$ cat src/rtl/alu_rr_scheduler.sv
// alu_rr_scheduler: round-robin front end for one shared combinational ALU.
// Grants one requester at a time and registers its opcode and operands onto
// the ALU. The result is captured one cycle later and returned on a
// valid/ready response channel, tagged with the requester index. Opcodes at or
// above NUM_OPS skip the ALU and come back at once with rsp_err set.
// Ports:
//   clk, rst              clock, asynchronous active-high reset
//   req_valid/req_ready   per-requester request handshake (ready one-hot or 0)
//   req_op/req_a/req_b    packed per-requester opcode and operands
//   alu_op/alu_in1/alu_in2  registered ALU drive
//   alu_out               combinational ALU result
//   rsp_valid/rsp_ready   response handshake
//   rsp_id/rsp_data/rsp_err  response payload
module alu_rr_scheduler #(
  parameter int unsigned NREQ    = 4,
  parameter int unsigned OPW     = 3,
  parameter int unsigned NUM_OPS = 6,
  parameter int unsigned IN_W    = 5,
  parameter int unsigned OUT_W   = 32,
  parameter int unsigned IDW     = 2
) (
  input  logic                 clk,
  input  logic                 rst,
  input  logic [NREQ-1:0]      req_valid,
  output logic [NREQ-1:0]      req_ready,
  input  logic [NREQ*OPW-1:0]  req_op,
  input  logic [NREQ*IN_W-1:0] req_a,
  input  logic [NREQ*IN_W-1:0] req_b,
  output logic [OPW-1:0]       alu_op,
  output logic [IN_W-1:0]      alu_in1,
  output logic [IN_W-1:0]      alu_in2,
  input  logic [OUT_W-1:0]     alu_out,
  output logic                 rsp_valid,
  input  logic                 rsp_ready,
  output logic [IDW-1:0]       rsp_id,
  output logic [OUT_W-1:0]     rsp_data,
  output logic                 rsp_err
);

  typedef enum logic [1:0] {
    S_IDLE = 2'd0,
    S_EXEC = 2'd1,
    S_RESP = 2'd2
  } state_t;

  state_t               state_q, state_d;
  logic [IDW-1:0]       rr_ptr_q, rr_ptr_d;
  logic [OPW-1:0]       alu_op_q, alu_op_d;
  logic [IN_W-1:0]      alu_in1_q, alu_in1_d;
  logic [IN_W-1:0]      alu_in2_q, alu_in2_d;
  logic [IDW-1:0]       rsp_id_q, rsp_id_d;
  logic [OUT_W-1:0]     rsp_data_q, rsp_data_d;
  logic                 rsp_err_q, rsp_err_d;
  logic                 rsp_valid_q, rsp_valid_d;

  logic                 grant_found;
  int unsigned          grant_sel;
  int unsigned          scan_idx;
  logic [NREQ-1:0]      valid_sh;
  logic [NREQ*OPW-1:0]  op_sh;
  logic [NREQ*IN_W-1:0] a_sh;
  logic [NREQ*IN_W-1:0] b_sh;
  logic [OPW-1:0]       win_op;
  logic [IN_W-1:0]      win_a;
  logic [IN_W-1:0]      win_b;

  // Round-robin search: first valid requester strictly after rr_ptr, wrapping.
  always_comb begin
    grant_found = 1'b0;
    grant_sel   = 0;
    scan_idx    = 0;
    valid_sh    = '0;
    for (int unsigned k = 1; k <= NREQ; k++) begin
      scan_idx = (32'(rr_ptr_q) + k) % NREQ;
      valid_sh = req_valid >> scan_idx;
      if (!grant_found && valid_sh[0]) begin
        grant_found = 1'b1;
        grant_sel   = scan_idx;
      end
    end
  end

  // Winner's payload, extracted with shifts so the select width is parameter-free.
  always_comb begin
    op_sh  = req_op >> (grant_sel * OPW);
    a_sh   = req_a  >> (grant_sel * IN_W);
    b_sh   = req_b  >> (grant_sel * IN_W);
    win_op = op_sh[OPW-1:0];
    win_a  = a_sh[IN_W-1:0];
    win_b  = b_sh[IN_W-1:0];
  end

  // Next-state and datapath load logic.
  always_comb begin
    state_d    = state_q;
    rr_ptr_d   = rr_ptr_q;
    alu_op_d   = alu_op_q;
    alu_in1_d  = alu_in1_q;
    alu_in2_d  = alu_in2_q;
    rsp_id_d   = rsp_id_q;
    rsp_data_d = rsp_data_q;
    rsp_err_d  = rsp_err_q;
    req_ready  = '0;

    unique case (state_q)
      S_IDLE: begin
        // No grant is offered while reset is held so req_ready reads 0.
        if (grant_found && !rst) begin
          req_ready = NREQ'(1) << grant_sel;
          alu_op_d  = win_op;
          alu_in1_d = win_a;
          alu_in2_d = win_b;
          rsp_id_d  = IDW'(grant_sel);
          if (32'(win_op) < NUM_OPS) begin
            state_d = S_EXEC;
          end else begin
            rsp_err_d  = 1'b1;
            rsp_data_d = '0;
            state_d    = S_RESP;
          end
        end
      end
      S_EXEC: begin
        rsp_data_d = alu_out;
        rsp_err_d  = 1'b0;
        state_d    = S_RESP;
      end
      S_RESP: begin
        if (rsp_ready) begin
          rr_ptr_d = rsp_id_q;
          state_d  = S_IDLE;
        end
      end
      default: begin
        state_d = S_IDLE;
      end
    endcase

    rsp_valid_d = (state_d == S_RESP);
  end

  // State and datapath registers.
  always_ff @(posedge clk or posedge rst) begin
    if (rst) begin
      state_q     <= S_IDLE;
      rr_ptr_q    <= IDW'(NREQ - 1);
      alu_op_q    <= '0;
      alu_in1_q   <= '0;
      alu_in2_q   <= '0;
      rsp_id_q    <= '0;
      rsp_data_q  <= '0;
      rsp_err_q   <= 1'b0;
      rsp_valid_q <= 1'b0;
    end else begin
      state_q     <= state_d;
      rr_ptr_q    <= rr_ptr_d;
      alu_op_q    <= alu_op_d;
      alu_in1_q   <= alu_in1_d;
      alu_in2_q   <= alu_in2_d;
      rsp_id_q    <= rsp_id_d;
      rsp_data_q  <= rsp_data_d;
      rsp_err_q   <= rsp_err_d;
      rsp_valid_q <= rsp_valid_d;
    end
  end

  assign alu_op    = alu_op_q;
  assign alu_in1   = alu_in1_q;
  assign alu_in2   = alu_in2_q;
  assign rsp_id    = rsp_id_q;
  assign rsp_data  = rsp_data_q;
  assign rsp_err   = rsp_err_q;
  assign rsp_valid = rsp_valid_q;

endmodule

$ cat config.mk
export PLATFORM = sky130hd
export DESIGN_NAME = alu_rr_scheduler
export DESIGN_NICKNAME = d
export VERILOG_FILES = /design/src/rtl/alu_rr_scheduler.sv
export SDC_FILE = /design/constraint.sdc
export NUM_CORES = 1
export LEC_CHECK = 0
export BUFFER_PORTS_ARGS = -buffer_cell sky130_fd_sc_hd__buf_2
export CORE_MARGIN = 2
export CORE_UTILIZATION = 47
export CTS_CLUSTER_DIAMETER = 50
export CTS_CLUSTER_SIZE = 10
export DETAILED_ROUTE_END_ITERATION = 10
export PLACE_DENSITY = 0.81
export SYNTH_ARGS = -nofsm -noshare
export SYNTH_HDL_FRONTEND = slang
export SYNTH_SLANG_ARGS = --single-unit
$ cat constraint.sdc
create_clock -name clk -period 4.15 [get_ports clk]
set_input_delay 0.83 -clock clk [delete_from_list [all_inputs] [get_ports clk]]
set_output_delay 0.83 -clock clk [all_outputs]
set_load 0.005 [all_outputs]
Word-level counts from Yosys, hierarchy flattened
Cells that the tools add are included.
{"block": "totals", "elab_cells": 62, "ff_bits": 53, "in_bits": 91, "output_inout_bits": 53}
{"block": "classes", "shift": 8, "mux": 20, "reduce_logical": 13, "n_eq_ne": 5, "n_lt_le_gt_ge": 1, "n_mul": 2, "addsub": 4}
{"op": "$mux 32", "count": 5}
{"op": "$pmux 32 s2", "count": 1}
{"op": "$shr 20x32->5", "count": 2}
{"op": "$mul 32x2->32 const B", "count": 1}
{"op": "$mul 32x3->32 const B", "count": 1}
{"op": "$shl 1x32->4 const A", "count": 1}
{"op": "$shr 12x32->3", "count": 1}
{"op": "$shr 4x2->1", "count": 4}
{"op": "$mux 2", "count": 4}
{"op": "$mux 4", "count": 2}
{"op": "$mux 1", "count": 6}
{"op": "$pmux 2 s3", "count": 1}
{"op": "$add 2x1->2 const B", "count": 2}
{"op": "$add 2x2->2 const B", "count": 2}
{"op": "$eq 2x2->1 const B", "count": 2}
{"op": "$logic_and 1x1->1", "count": 4}
{"op": "$logic_not 1->1", "count": 4}
{"op": "$ne 2x2->1 const B", "count": 2}
{"op": "$reduce_and 2->1", "count": 2}
{"op": "$lt 3x3->1 const B", "count": 1}
{"op": "$reduce_and 3->1", "count": 1}
{"op": "$eq 2x1->1 const B", "count": 1}
{"op": "$logic_not 2->1", "count": 1}
{"op": "$pmux 1 s2", "count": 1}
{"op": "$reduce_bool 2->1", "count": 1}

Depth between registers and ports, before layout
{"block": "logic_depth", "depth_word": 19, "ltp_mapped": 15, "mapped_depth_nobuf": 11}

Least setup slack after synthesis
OpenSTA, ideal clock, no wires.
{"block": "synth_path", "path_type": "input to register", "from": "input port req_valid[3]", "to": "register rsp_data_q[31] (netlist: rsp_data[31])", "cell_stages": 14, "path_buffers": 4, "setup_time_ns": 0.148, "t_arrival_ns": 3.502, "slack_ns": 0.500, "cell_sequence": "nor2b_4 o21a_2 nor3_2 buf_6 buf_2 ha_1 buf_2 nand2_1 nor2_1 a2111oi_0 mux2i_1 a32oi_4 buf_6 a21oi_1"}
{"block": "synth_between", "elab_chain_len": 16, "word_cells_on_any_way": 25, "cone_classes": "mul: 1; order compare: 1; eq/ne: 2; shift: 5; mux: 8; reduce/logical: 8"}
{"element": "start, declared", "line_no": "24", "rtl": "input logic [NREQ-1:0] req_valid,"}
{"element": "$shr 4x2->1", "line_no": "75", "rtl": "valid_sh = req_valid >> scan_idx;"}
{"element": "$mux 1", "line_no": "76", "rtl": "if (!grant_found && valid_sh[0]) begin"}
{"element": "$logic_not 1->1", "line_no": "76"}
{"element": "$logic_and 1x1->1", "line_no": "76"}
{"element": "$mux 1", "line_no": "76"}
{"element": "$logic_not 1->1", "line_no": "76"}
{"element": "$logic_and 1x1->1", "line_no": "76"}
{"element": "$mux 1", "line_no": "76"}
{"element": "$logic_not 1->1", "line_no": "76"}
{"element": "$logic_and 1x1->1", "line_no": "76"}
{"element": "$mux 32", "line_no": "76"}
{"element": "$mul 32x2->32", "line_no": "85", "rtl": "op_sh = req_op >> (grant_sel * OPW);"}
{"element": "$shr 12x32->3", "line_no": "85"}
{"element": "$lt 3x3->1", "line_no": "114", "rtl": "if (32'(win_op) < NUM_OPS) begin"}
{"element": "$ne 2x2->1 (no line)"}
{"element": "$reduce_and 3->1 (no line) (*)"}
{"element": "end signal, assigned", "line_no": "161", "rtl": "rsp_data_q <= rsp_data_d;"}
{"element": "end, declared", "line_no": "52", "rtl": "logic [OUT_W-1:0] rsp_data_q, rsp_data_d;"}
Mark *: on every way between the ends. The rest lies on a longest branch, timed or not.
A chain may end at the register's enable or synchronous reset.

Worst setup path in the final report
{"block": "layout_path", "from": "input port req_valid[1]", "to": "register state_q[1]"}
{"block": "layout_between", "elab_chain_len": 17, "word_cells_on_any_way": 25, "cone_classes": "mul: 1; order compare: 1; shift: 5; mux: 11; reduce/logical: 7"}
{"element": "$shr 4x2->1", "line_no": "75"}
{"element": "$mux 1", "line_no": "76"}
{"element": "$logic_not 1->1", "line_no": "76"}
{"element": "$logic_and 1x1->1", "line_no": "76"}
{"element": "$mux 1", "line_no": "76"}
{"element": "$logic_not 1->1", "line_no": "76"}
{"element": "$logic_and 1x1->1", "line_no": "76"}
{"element": "$mux 1", "line_no": "76"}
{"element": "(+2 left out)"}
{"element": "$mux 32", "line_no": "76"}
{"element": "$mul 32x2->32", "line_no": "85"}
{"element": "$shr 12x32->3", "line_no": "85"}
{"element": "$lt 3x3->1", "line_no": "114"}
{"element": "$mux 2", "line_no": "114"}
{"element": "$mux 2 (*)", "line_no": "108", "rtl": "if (grant_found && !rst) begin"}
{"element": "$pmux 2 s3 (*)", "line_no": "105", "rtl": "unique case (state_q)"}
{"element": "named net state_d[1]", "line_no": "46", "rtl": "state_t state_q, state_d;"}
{"element": "end signal, assigned", "line_no": "155", "rtl": "state_q <= state_d;"}
{"element": "end, declared", "line_no": "46"}
The timed path passes the listed nets; every way through them passes the cells marked *.

==> impl_metrics.json <==
{
  "outcome": "completed",
  "timing.fmax_mhz": 292,
  "setup_total_negative_slack_ns": 0,
  "detailedPlacementHpwl_um": 5540,
  "synth_top_flop_cell": "dfrtp_1",
  "fin_cells": 480,
  "tritoncts_num_sinks": 53,
  "avgRoutedWirePerCell_um": 15.0,
  "yosys.cell_types.count": 42,
  "synthesis.instances": 266,
  "drive_above_1_share_pct": 52.6,
  "total_leakage_power_nw": 2.00,
  "port-buffer-count": 143,
  "die_height_um": 85.6,
  "globalRoute.totalOverflow": 0,
  "synth_sequential_area_ratio_pct": 42.4,
  "synth_adder_area_share_pct": 1.60,
  "place_area_um2": 3890,
  "setup.worst_path.class": "in -> reg",
  "final-setup-viol-count": 0,
  "synth_async_sr_flop_share_pct": 100,
  "place_congestion": 0.867,
  "h-tree-depth": 2,
  "postCtsSetupBuffers": 0,
  "clk_root_buffer_cell": "clkbuf_8",
  "crit_path_start_kind": "input port",
  "maxSlewHeadroom_pct": 28.6,
  "netlist_area_um2": 3130,
  "hold_fix_buffer_count_after_cts": 0,
  "grt_antenna_before_repair": 0,
  "drt.antenna.violating_nets": 0,
  "cellPowerDensity_nw_per_um2": 718,
  "timing.final.max_slew_violations": 0,
  "grt_first_pass_wirelength_um": 11900,
  "nets": 497,
  "clock_tree_from_tritoncts": "done",
  "tritoncts.num_buffers": 5,
  "worstRegToRegCells": 13,
  "cts_buffer_depth": 2,
  "count_of_unresolved_drc_violations_after_routing": 0,
  "grt.met1_usage_pct": 24.2,
  "floorplan.core_area_um2": 6390,
  "min_delay_path_depth": 1,
  "fin_hold_ws_ns": 0.511,
  "critical_path.max_fanout": 36,
  "diodes": 0,
  "postLayoutCellArea_um2": 3990,
  "grt_util_all_layers_pct": 19.8,
  "use_met3_pct": 4.04,
  "synth_enable_flop_cells": 0,
  "flow.area_growth_from_synthesis_pct": 27.3,
  "timing.critical_path.arrival_ns": 3.62,
  "final_min_period_over_clock_period_pct": 82.6,
  "drt-pass1-iter-count": 4,
  "dr_total_vias": 2571,
  "synthesis.yosys.warnings": 0,
  "initial_utilization_pct": 49.1,
  "first_global_vias": 2608,
  "area_of_the_die_um2": 7340,
  "postSynthAreaPerCell_um2": 11.8,
  "worst_setup_path_end_kind": "flip-flop",
  "shortest_clock_period_the_worst_path_allows_after_layout_ns": 3.43,
  "post_place_cells": 472,
  "top_usage_layer": "met2",
  "postSynthRegisterBits": 53,
  "cts.clk_slew.worst_paths_ns": 0.10,
  "post_synth_net_total": 361,
  "cts_resized": 0,
  "grt_start_max_net_pins": 54,
  "grt_setup_unrepaired": "false",
  "die-width_um": 85.6,
  "top_level_ports": 144,
  "cap_viol_max_count": 0,
  "yosys.area_share.simple_pct": 7.79,
  "synth_xor_xnor_area_share_pct": 0,
  "finalHoldViolCount": 0,
  "yosys-mux-area-fraction_pct": 28.3,
  "tightestPinTransition_ns": 1.07,
  "crit_required_ns": 4.34,
  "drt_iter0_drc": 118,
  "clkLatencyLatePin_ns": 0.30,
  "fin_worst_skew_ns": 0.00502,
  "gr-usage-met2_pct": 35.9,
  "holdCritPathClass": "reg -> reg",
  "fp-row-count": 29,
  "synth-compound-area-share_pct": 15.8,
  "vdd_drop_max_uv": 414,
  "route.detailed.vias_per_inst": 5.36,
  "main_combinational_cell_family_by_area_after_synthesis": "multiplexers",
  "drt-total-wl_um": 7200
}
flip-flops by register name, indices dropped and copies added, names as in the netlist:
signal     cells
rsp_data      32
rsp_valid      1
alu_op         3
rsp_id         2
alu_in1        5
alu_in2        5
rr_ptr_q       2
rsp_err        1
state_q        2
final timing paths:
| check | from | endpoint | slack (ns) |
|---|---|---|---|
| hold reg to reg | alu_in2[3] | alu_in2[3] | 0.51 |
| min in group asynchronous | rst | rsp_data[4] | 0.83 |
| hold / removal | alu_in2[3] | alu_in2[3] | 0.51 |
| setup / recovery | req_valid[1] | state_q[1] | 0.72 |
| max in group asynchronous | rst | rsp_data[26] | 2.67 |
| setup reg to reg | rr_ptr_q[0] | state_q[1] | 0.89 |
worst max-delay path: stages:
cell and delay, ns:
buf_2 0.13, nor2b_1 0.14, o21a_2 0.24, nor3_4 0.20, buf_4 0.33, inv_1 0.08, ha_1 0.24, nor2b_1 0.20
nand3_1 0.10, nor4_1 0.06, a311oi_2 0.35, a32oi_4 0.17, buf_12 0.22, a211o_1 0.31
cells in the final DEF, fill, tap and decap left out, types with 2 or more instances in the layout:
cell type    n
a211o_1      2
nor4_1       2
nand4_1      2
inv_6        2
clkbuf_8     5
a21oi_2     28
mux2_2      14
nor2b_1      3
dfrtp_1     51
nor3_1       4
mux4_2       3
buf_4        4
ha_1         4
nand2b_1     4
and2_1       3
a2111oi_0    2
nor2_1      13
a31oi_1      2
mux2i_1     66
dfstp_2      2
nand3_1      2
a21oi_1      8
o31ai_1      2
o21ai_0      3
a21o_1       3
nand2_1      3
inv_1        4
buf_2      143
power by group:
part           internal, W  switching, W  total (W)
Clock             0.000123      0.000180   0.000304
Combinational     0.000769      0.000868    0.00164
Sequential        0.000780      0.000142   0.000922
cells by family (layout without fill, tap and decap cells):
| group | count (synthesis) | count (layout) |
|---|---|---|
| AOI/OAI and AO/OA | 60 | 60 |
| adders and majority gates | 4 | 4 |
| buffers and inverters | 24 | 161 |
| DFF | 53 | 53 |
| muxes | 83 | 83 |
| and+or+nand+nor | 42 | 42 |
Yosys cell counts, drive strengths merged (4+ instances only):
cell	number	area [µm²]
a21oi	36	285
buf	11	80.1
clkbuf	8	30.0
dfrtp	51	1280
ha	4	50.1
inv	5	18.8
mux2	14	158
mux2i	66	661
nand2b	4	25.0
nor2	13	48.8
nor2b	5	38.8
nor3	5	30.0
through the flow:
stage          total power [W]  utilization (%)  setup WS, ns
2_1_floorplan          0.00211                -         0.500
3_3_place_gp           0.00255             61.0         0.462
3_5_place_dp           0.00259             61.0         0.398
4_1_cts                0.00290             62.4         0.724
5_1_grt                0.00309             62.4         0.453
6_report               0.00286             62.4         0.720
per-layer routing:
metal	up-vias	part of all wire, %
met3	7	6.1
met2	84	52
met5	-	0
met1	1227	41
li1	1253	-
met4	0	1.1
area by class of cell:
type | count | area, µm²
Timing Repair Buffer | 148 | 766
Multi-Input combinational cell | 189 | 1680
Fill cell | 559 | 2400
Clock inverter | 3 | 25.0
Tap cell | 77 | 96.3
Sequential cell | 53 | 1330
Clock buffer | 5 | 68.8
Inverter | 5 | 18.8
Power figures use the tool's default switching activity.
